===== src/rtl/rmii_rx_framer_pkg.sv =====
// Shared types and constants for the RMII receive framer: FSM states, SFD/CRC
// constants and error-bit positions.
package rmii_rx_framer_pkg;

    typedef enum logic [1:0] {
        ST_IDLE,
        ST_PREAMBLE,
        ST_DATA,
        ST_DROP
    } state_t;

    localparam logic [1:0]  PRE_DIBIT   = 2'b01;
    localparam logic [1:0]  SFD_DIBIT   = 2'b11;
    localparam logic [1:0]  BAD_DIBIT   = 2'b10;

    localparam logic [31:0] CRC_INIT    = 32'hFFFF_FFFF;
    localparam logic [31:0] CRC_RESIDUE = 32'hDEBB_20E3;
    localparam logic [31:0] CRC_POLY    = 32'hEDB8_8320;

    localparam int ERR_FCS   = 0;
    localparam int ERR_LEN   = 1;
    localparam int ERR_ALIGN = 2;

    function automatic logic [15:0] sat_inc16(input logic [15:0] v);
        return (&v) ? v : v + 16'd1;
    endfunction

endpackage


===== src/rtl/eth_crc32_d8.sv =====
// Byte-wide reflected CRC-32 (poly 0x04C11DB7) next-state, purely combinational.
module eth_crc32_d8
    import rmii_rx_framer_pkg::*;
(
    input  logic [31:0] crc_in,
    input  logic [7:0]  data,
    output logic [31:0] crc_out
);

    logic [31:0] c;

    always_comb begin
        c = crc_in ^ {24'h0, data};
        for (int i = 0; i < 8; i++) begin
            c = c[0] ? ((c >> 1) ^ CRC_POLY) : (c >> 1);
        end
        crc_out = c;
    end

endmodule


===== src/rtl/rmii_rx_framer.sv =====
// RMII 100M receive framer: dibit->byte assembly, preamble/SFD strip, FCS and
// length checks, byte stream out with sop/eop/error and saturating statistics.
module rmii_rx_framer
    import rmii_rx_framer_pkg::*;
#(
    parameter int MAX_FRAME_BYTES = 1518,
    parameter int MIN_FRAME_BYTES = 64,
    parameter bit STRIP_FCS       = 1'b1
) (
    input  logic        clk,
    input  logic        reset_n,
    input  logic        enable,
    input  logic [1:0]  rmii_rxd,
    input  logic        rmii_crs_dv,
    output logic        out_valid,
    output logic [7:0]  out_data,
    output logic        out_sop,
    output logic        out_eop,
    output logic [2:0]  out_error,
    output logic [15:0] stat_frames,
    output logic [15:0] stat_errors
);

    // Holding the 4 FCS bytes back lets the eop ride on the last real data byte.
    localparam int DEPTH  = STRIP_FCS ? 5 : 1;
    localparam int HELD_W = $clog2(DEPTH + 1);
    localparam int CNT_W  = $clog2(MAX_FRAME_BYTES + 2);

    logic [1:0]              rxd_r;
    logic                    crs_r, crs_q;
    state_t                  state, state_nxt;
    logic [1:0]              phase;
    logic [5:0]              shreg;
    logic [31:0]             crc, crc_next;
    logic [CNT_W-1:0]        byte_cnt, cnt_inc;
    logic [HELD_W-1:0]       held;
    logic [DEPTH-1:0][7:0]   dline;
    logic                    sop_pend;
    logic                    start, take, byte_done, eof, eof_align;
    logic                    full, emit_data, emit_eop;
    logic [7:0]              new_byte;
    logic [2:0]              err;

    always_ff @(posedge clk or negedge reset_n) begin
        if (!reset_n) begin
            rxd_r <= '0;
            crs_r <= 1'b0;
            crs_q <= 1'b0;
        end else begin
            rxd_r <= rmii_rxd;
            crs_r <= rmii_crs_dv;
            crs_q <= crs_r;
        end
    end

    always_ff @(posedge clk or negedge reset_n) begin
        if (!reset_n) state <= ST_IDLE;
        else          state <= state_nxt;
    end

    always_comb begin
        state_nxt = state;
        take      = 1'b0;
        eof       = 1'b0;
        eof_align = 1'b0;
        case (state)
            ST_IDLE: begin
                if (crs_r) begin
                    if (!enable)                 state_nxt = ST_DROP;
                    else if (rxd_r == PRE_DIBIT) state_nxt = ST_PREAMBLE;
                end
            end
            ST_PREAMBLE: begin
                if (!crs_r)                  state_nxt = ST_IDLE;
                else if (rxd_r == SFD_DIBIT) state_nxt = ST_DATA;
                else if (rxd_r == BAD_DIBIT) state_nxt = ST_DROP;
            end
            ST_DATA: begin
                // A lone low at phase 2 is the end-of-carrier toggle; the dibit is still good.
                if (crs_r)               take = 1'b1;
                else if (phase == 2'd0)  eof  = 1'b1;
                else if (!crs_q) begin
                    eof       = 1'b1;
                    eof_align = 1'b1;
                end
                else if (phase == 2'd2)  take = 1'b1;
                if (eof) state_nxt = ST_IDLE;
            end
            ST_DROP: begin
                if (!crs_r && !crs_q) state_nxt = ST_IDLE;
            end
            default: state_nxt = ST_IDLE;
        endcase
    end

    assign start     = (state == ST_PREAMBLE) && (state_nxt == ST_DATA);
    assign byte_done = take && (phase == 2'd3);
    assign new_byte  = {rxd_r, shreg};
    assign cnt_inc   = (&byte_cnt) ? byte_cnt : byte_cnt + 1'b1;
    assign full      = (held == HELD_W'(DEPTH));
    assign emit_data = byte_done && full && (int'(cnt_inc) <= MAX_FRAME_BYTES);
    assign emit_eop  = eof && full;

    always_comb begin
        err            = '0;
        err[ERR_FCS]   = (crc != CRC_RESIDUE);
        err[ERR_LEN]   = (int'(byte_cnt) < MIN_FRAME_BYTES) || (int'(byte_cnt) > MAX_FRAME_BYTES);
        err[ERR_ALIGN] = eof_align;
    end

    eth_crc32_d8 u_crc (
        .crc_in  (crc),
        .data    (new_byte),
        .crc_out (crc_next)
    );

    always_ff @(posedge clk or negedge reset_n) begin
        if (!reset_n) begin
            phase    <= '0;
            shreg    <= '0;
            crc      <= CRC_INIT;
            byte_cnt <= '0;
            held     <= '0;
            dline    <= '0;
            sop_pend <= 1'b0;
        end else begin
            if (start) begin
                phase    <= '0;
                crc      <= CRC_INIT;
                byte_cnt <= '0;
                held     <= '0;
                sop_pend <= 1'b1;
            end else if (take) begin
                phase <= phase + 2'd1;
                shreg <= {rxd_r, shreg[5:2]};
                if (byte_done) begin
                    crc      <= crc_next;
                    byte_cnt <= cnt_inc;
                    if (!full) held <= held + 1'b1;
                    for (int i = DEPTH - 1; i > 0; i--) dline[i] <= dline[i-1];
                    dline[0] <= new_byte;
                end
            end
            if (emit_data || emit_eop) sop_pend <= 1'b0;
        end
    end

    // The eop beat can follow the last data beat directly when carrier drops at phase 0.
    always_ff @(posedge clk or negedge reset_n) begin
        if (!reset_n) begin
            out_valid   <= 1'b0;
            out_data    <= '0;
            out_sop     <= 1'b0;
            out_eop     <= 1'b0;
            out_error   <= '0;
            stat_frames <= '0;
            stat_errors <= '0;
        end else begin
            out_valid <= emit_data || emit_eop;
            out_data  <= (emit_data || emit_eop) ? dline[DEPTH-1] : '0;
            out_sop   <= (emit_data || emit_eop) && sop_pend;
            out_eop   <= emit_eop;
            out_error <= emit_eop ? err : '0;
            if (emit_eop && (err == '0)) stat_frames <= sat_inc16(stat_frames);
            else if (eof)                stat_errors <= sat_inc16(stat_errors);
        end
    end

endmodule


===== config.mk =====
export PLATFORM = sky130hd
export DESIGN_NAME = rmii_rx_framer
export DESIGN_NICKNAME = d
export VERILOG_FILES = /design/src/rtl/rmii_rx_framer_pkg.sv /design/src/rtl/eth_crc32_d8.sv /design/src/rtl/rmii_rx_framer.sv
export SDC_FILE = /design/constraint.sdc
export NUM_CORES = 1
export LEC_CHECK = 0
export CAP_MARGIN = 20
export CORE_ASPECT_RATIO = 0.7
export CORE_UTILIZATION = 42
export DETAILED_ROUTE_END_ITERATION = 8
export PLACE_DENSITY = 0.68
export SKIP_CTS_REPAIR_TIMING = 1
export SLEW_MARGIN = 20
export SYNTH_ARGS = -nofsm -noshare
export SYNTH_HDL_FRONTEND = slang
export SYNTH_HIERARCHICAL = 1
export SYNTH_SLANG_ARGS = --single-unit

===== constraint.sdc =====
create_clock -name clk -period 4.75 [get_ports clk]
set_input_delay 0.7125 -clock clk [delete_from_list [all_inputs] [get_ports clk]]
set_output_delay 0.7125 -clock clk [all_outputs]
set_load 0.05 [all_outputs]

# Word level (Yosys, flattened, before mapping)
# Index checks and enable logic that the tools add are counted.
[totals]
reg_bits = 147
output_inout_bits = 46
wordCells = 129
[classes]
addsub = 5
order_cmp = 3
n_eq_ne = 12
mux = 47
n_bitwise = 13
reduce_logical = 27
[ops]
columns = ["operator", "n"]
rows = [
  ["32-bit two-way mux", 11],
  ["13-bit inverter with 14-bit output", 8],
  ["11-bit two-way mux", 4],
  ["16-bit by 1-bit adder with 16-bit output (second input constant)", 2],
  ["32-bit != test (second input constant)", 1],
  ["16-bit AND reduction", 2],
  ["32-bit by 8-bit bitwise XOR with 32-bit output", 1],
  ["2-bit two-way mux", 10],
  ["1-bit two-way mux", 15],
  ["3-bit two-way mux", 5],
  ["2-bit == test (second input constant)", 7],
  ["11-bit by 1-bit adder with 11-bit output (second input constant)", 1],
  ["11-bit greater-than comparator (second input constant)", 1],
  ["11-bit <= comparator (second input constant)", 1],
  ["11-bit by 7-bit less-than comparator with 1-bit output (second input constant)", 1],
  ["11-bit AND reduction", 1],
  ["3-bit AND reduction", 3],
  ["1-bit logical AND", 8],
  ["8-bit two-way mux", 1],
  ["2-bit case mux with 4 select lines", 1],
  ["2-bit AND reduction", 3],
  ["2-bit nonzero test", 3],
  ["2-bit by 1-bit == test with 1-bit output (second input constant)", 2],
  ["2-bit logical NOT", 2],
  ["other kinds (8)", 13],
]

# Longest topological paths before layout
[depth]
word_depth = 20
ltp_mapped = 9
ltp_nobuf = 8

# Hierarchy
# The synthesis kept the hierarchy.
[modules_own_cells]
columns = ["module", "instances", "cells_each", "area_each_um2"]
rows = [
  ["rmii_rx_framer", 1, 666, 6523.8],
  ["eth_crc32_d8", 1, 70, 713.2],
]

# Worst setup path after synthesis
# OpenSTA, ideal clock, no wires.
[synth_path]
kind = "reg-to-reg"
startpoint = "register stat_errors[0]"
endpoint = "register stat_errors[7]"
setup_ps = 146
arrival_ps = 2273
setup_slack_ps = 2332
path_stages_with_launch = 8
period_less_slack_ps = 2418
cell_sequence = "dfrtp_1 > ha_1 > and4_1 > nand3_1 > o21ai_1 > clkbuf_1 > nor3_1 > xor2_1"
[synth_via]
elab_chain_len = 3
word_cells_on_any_way = 4
classes_between = "1 x add/sub; 1 x bitwise; 2 x reduce/logical"
[synth_rtl]
columns = ["item", "line", "source"]
rows = [
  ["start: declaration", "rmii_rx_framer.sv:21", "output logic [15:0] stat_errors"],
  ["start signal: assignment", "rmii_rx_framer.sv:165", "else if (eof) stat_errors <= sat_inc16(stat_errors);"],
  ["parallel branches: the longest is 3 deep, another holds 16-bit by 1-bit adder with 16-bit output", "-", ""],
]
# Parallel ways; which one is timed is not known.
# A chain may end at the register's enable or synchronous reset.

# Final worst setup path
[layout_path]
startpoint = "register crc[13]"
endpoint = "register stat_frames[9]"
[layout_via]
elab_chain_len = 4
[layout_rtl]
columns = ["item", "line", "source"]
rows = [
  ["start: declaration", "rmii_rx_framer.sv:34", "logic [31:0] crc, crc_next;"],
  ["start signal: assignment", "rmii_rx_framer.sv:137", "crc <= crc_next;"],
  ["32-bit != test", "rmii_rx_framer.sv:106", "err[ERR_FCS] = (crc != CRC_RESIDUE);"],
  ["3-bit logical NOT", "rmii_rx_framer.sv:164", "if (emit_eop && (err == '0)) stat_frames <= sat_inc16(stat_frames);"],
  ["1-bit logical AND", "rmii_rx_framer.sv:164", ""],
  ["2-bit AND reduction (no line)", "-", ""],
  ["end signal: assignment", "rmii_rx_framer.sv:164", ""],
  ["end: declaration", "rmii_rx_framer.sv:20", "output logic [15:0] stat_frames,"],
]
# Every way passes these cells.

==> results.txt <==
----------------------------------------------------
[Critical path]
  Slowest CP cell ... sky130_fd_sc_hd__o2111a_1
  Worst path max stage delay ... 0.84 ns
  Required arrival time at the worst endpoint ... just over 5 ns
  Critical path capture point type ... flop
  Maximum net fanout on the critical path ... 22
  Critical path start-end classification ... flop to flop
  WP data arrival ... roughly 3.2 ns
  Series of cell instances along the critical path ... or4b_1, nor4_2, o2111a_1, buf_4, nand4_1, xnor2_1
  Category of the worst setup path launch point ... flop

[Yosys]
  Post-synthesis net count ... 750
  Avg Inst Size Synth ... 9.83 um2
  Post-synthesis async set-or-reset flop share ... 1.00
  Yosys warning count ... 6
  Sequential-to-total area share from yosys stat ... 0.514
  Number of flip-flops and latches in the synthesized netlist ... 147
  Mapped cell area ... 0.00724 mm2
  Gate Count Post-Synth ... about 740
  Number of flops mapped to enable cells by yosys ... 0
  Post-synth top flop ... sky130_fd_sc_hd__dfrtp_1
  Library cells used by synthesis ... between 50 and 60

[Clock network]
  Clock-pin slew of the registers on the worst-case setup and hold paths ... ~0.060 ns
  Clk_lat worst skew ... 0.43 ns
  Number of levels in the clock H-tree ... 4
  TritonCTS buffer count ... 17
  CTS max path bufs ... 2
  Root buf cell ... sky130_fd_sc_hd__clkbuf_16
  TritonCTS clock tree ... built
  Clk sink count ... 147

[Floorplan]
  Die outline width ... 159 um
  Vertical die dimension ... about 110 um
  Die footprint ... 0.0178 mm2
  Area of the placeable core ... ~0.017 mm2
  IO Pins ... 52
  Standard-cell row count ... 39
  Initial standard-cell utilization of the core ... 0.436

[Global routing]
  Number of antenna violations at the first check in global routing ... 0
  First-pass GRT wire length ... roughly 26 mm
  Remaining global-route overflow ... 0
  All-layer global routing usage ... 0.185
  Vias in the first global route ... between 4k and 5k
  Largest net degree at the start of global routing ... 85

[Placed design]
  Post-Place Cells ... 982
  Detail Placement HPWL ... approximately 10 mm
  Placer's final routability congestion estimate ... between 0.8 and 0.9
  Total of buffers placed on input and output ports ... 51

[Timing]
  Final number of max-transition violations ... 0
  Final critical-path required period ... between 2 and 3 ns
  Finish-stage setup viols ... 0
  Maximum clock rate ... roughly 0.34 GHz
  Setup repair after global routing missed its margin ... no
  Smallest hold slack ... about 0.32 ns
  Worst slew slack as a fraction of its limit ... 0.304
  Part of the cycle the worst path needs ... 0.616
  Final Hold Fails ... 0
  Worst clock skew ... a little over 0.01 ns
  Actual slew at the worst max-slew pin ... 1.04 ns
  Accumulated negative setup slack ... 0 ns

[Cells and area]
  Commonest non-fill, non-tap cells in the layout ... sky130_fd_sc_hd__nand2_1, sky130_fd_sc_hd__dfrtp_1, sky130_fd_sc_hd__xnor2_1
  # nets final ... 790
  Fraction of the core area covered by cells at the end of the flow ... 0.515
  Most frequent standard cell in the layout excluding fill and tap cells ... sky130_fd_sc_hd__nand2_1
  Diode insertion count for antenna repair ... 0
  Fill cell instance count of the final layout ... 1467
  Fraction of layout cells with a size suffix above 1 ... 0.127
  Growth of design area from synthesis to finish ... 18.0%
  Cell Count, Final, Fillers Out ... around 1k

[Power and ir drop]
  Leakage Power ... 0.00383 uW
  Worst IR Drop VDD ... ~530 uV
  Total chip power ... 5930 uW
  Total power density per cell area ... approximately 700 mW/mm2

[Min path]
  Hold WC Path Type ... input pin to async pin

[Detailed routing]
  Routed length per placed instance ... between 15 and 20 um
  Number of vias per cell ... 5.16
  DRC violation total after the first TritonRoute iteration ... 501
  Final WL ... around 15 mm
  Total number of vias ... 5223
  Initial DRT Pass Iterations ... 5
  Post-detailed-route count of antenna-violating nets ... 0
  DRC Markers ... 0

[Status]
  Outcome ... finished, final reports clean

[Run]
  MaxCap Viol Count ... 0

----------------------------------------------------
-- stage by stage --
| stage | worst slack (ns) | instance area, um2 |
|---|---|---|
| global placement | 1.88 | 7960 |
| detailed placement | 1.84 | 7960 |
| finish | 1.82 | 8540 |
| CTS | 1.84 | 8540 |
| floorplan | 2.33 | 7240 |
| global route | 1.67 | 8540 |
-- state kept, by name, summed over array words and instances (netlist names), 3 cells and up --
signal / cells
byte_cnt: 11
crc: 32
dline: 40
held: 3
out_data: 8
out_error: 3
shreg: 6
stat_errors: 16
stat_frames: 16
-- worst paths after layout --
kind / start / slack (ns) / cells after the start / endpoint
setup / recovery: crc[13] / 1.82 / 6 / stat_frames[9]
hold / removal: reset_n / 0.32 / 1 / crs_q
setup reg to reg: crc[13] / 1.82 / 6 / stat_frames[9]
hold reg to reg: dline[5] / 0.46 / 2 / dline[13]
max in group asynchronous: reset_n / 3.47 / 2 / crc[5]
min in group clk: dline[5] / 0.46 / 2 / dline[13]
-- metal layers --
metal,vias to the layer above,wire [um],global-route usage
met5,-,0,0
met4,0,141,0.0603
met3,13,698,0.0428
met2,127,6460,0.258
met1,2538,8070,0.281
li1,2545,-,-
-- synthesized netlist by cell type (all sizes together), types with 11 or more instances --
cell type  number  share of area
nor2           23          0.012
buf            12         0.0081
dfstp          32           0.12
clkbuf         27          0.014
nor4           13          0.018
xor2           29          0.038
nand3          55          0.038
inv            11         0.0057
xnor2          77           0.10
dfrtp         115           0.40
nand2         204           0.11
nor3           14         0.0097
a21oi          15          0.010
nor3b          13          0.013
-- kinds of logic after synthesis --
logic type | share of synthesized area
compound gates | 0.0344
xor+xnor | 0.145
flops | 0.514
fa+ha+maj | 0.0138
buf+inv | 0.0278
mux | 0.0123
simple gates | 0.253
-- worst max-delay path: cells and delay by family (launching register included) --
family / cells / cell delay (ns)
xor+xnor: 1 / 0.16
compound gates: 1 / 0.84
flops: 1 / 0.54
simple gates: 3 / 0.96
buf+inv: 1 / 0.31
-- layout make-up --
cell class / count / area (um2) / area share
Clock buffer: 19 / 453 / 0.0530
Clock inverter: 11 / 130 / 0.0152
Sequential cell: 147 / 3720 / 0.435
Inverter: 11 / 41.3 / 0.00483
Multi-Input combinational cell: 539 / 3340 / 0.391
Tap cell: 225 / 282 / 0.0330
Timing Repair Buffer: 60 / 579 / 0.0678
-- where the power goes --
part           leakage (uW)  switching (uW)  internal, uW
logic               0.00166            1420          1260
registers           0.00190             287          1640
clock network      0.000274             536           797
total               0.00383            2240          3690
Power figures use the tool's default switching activity.
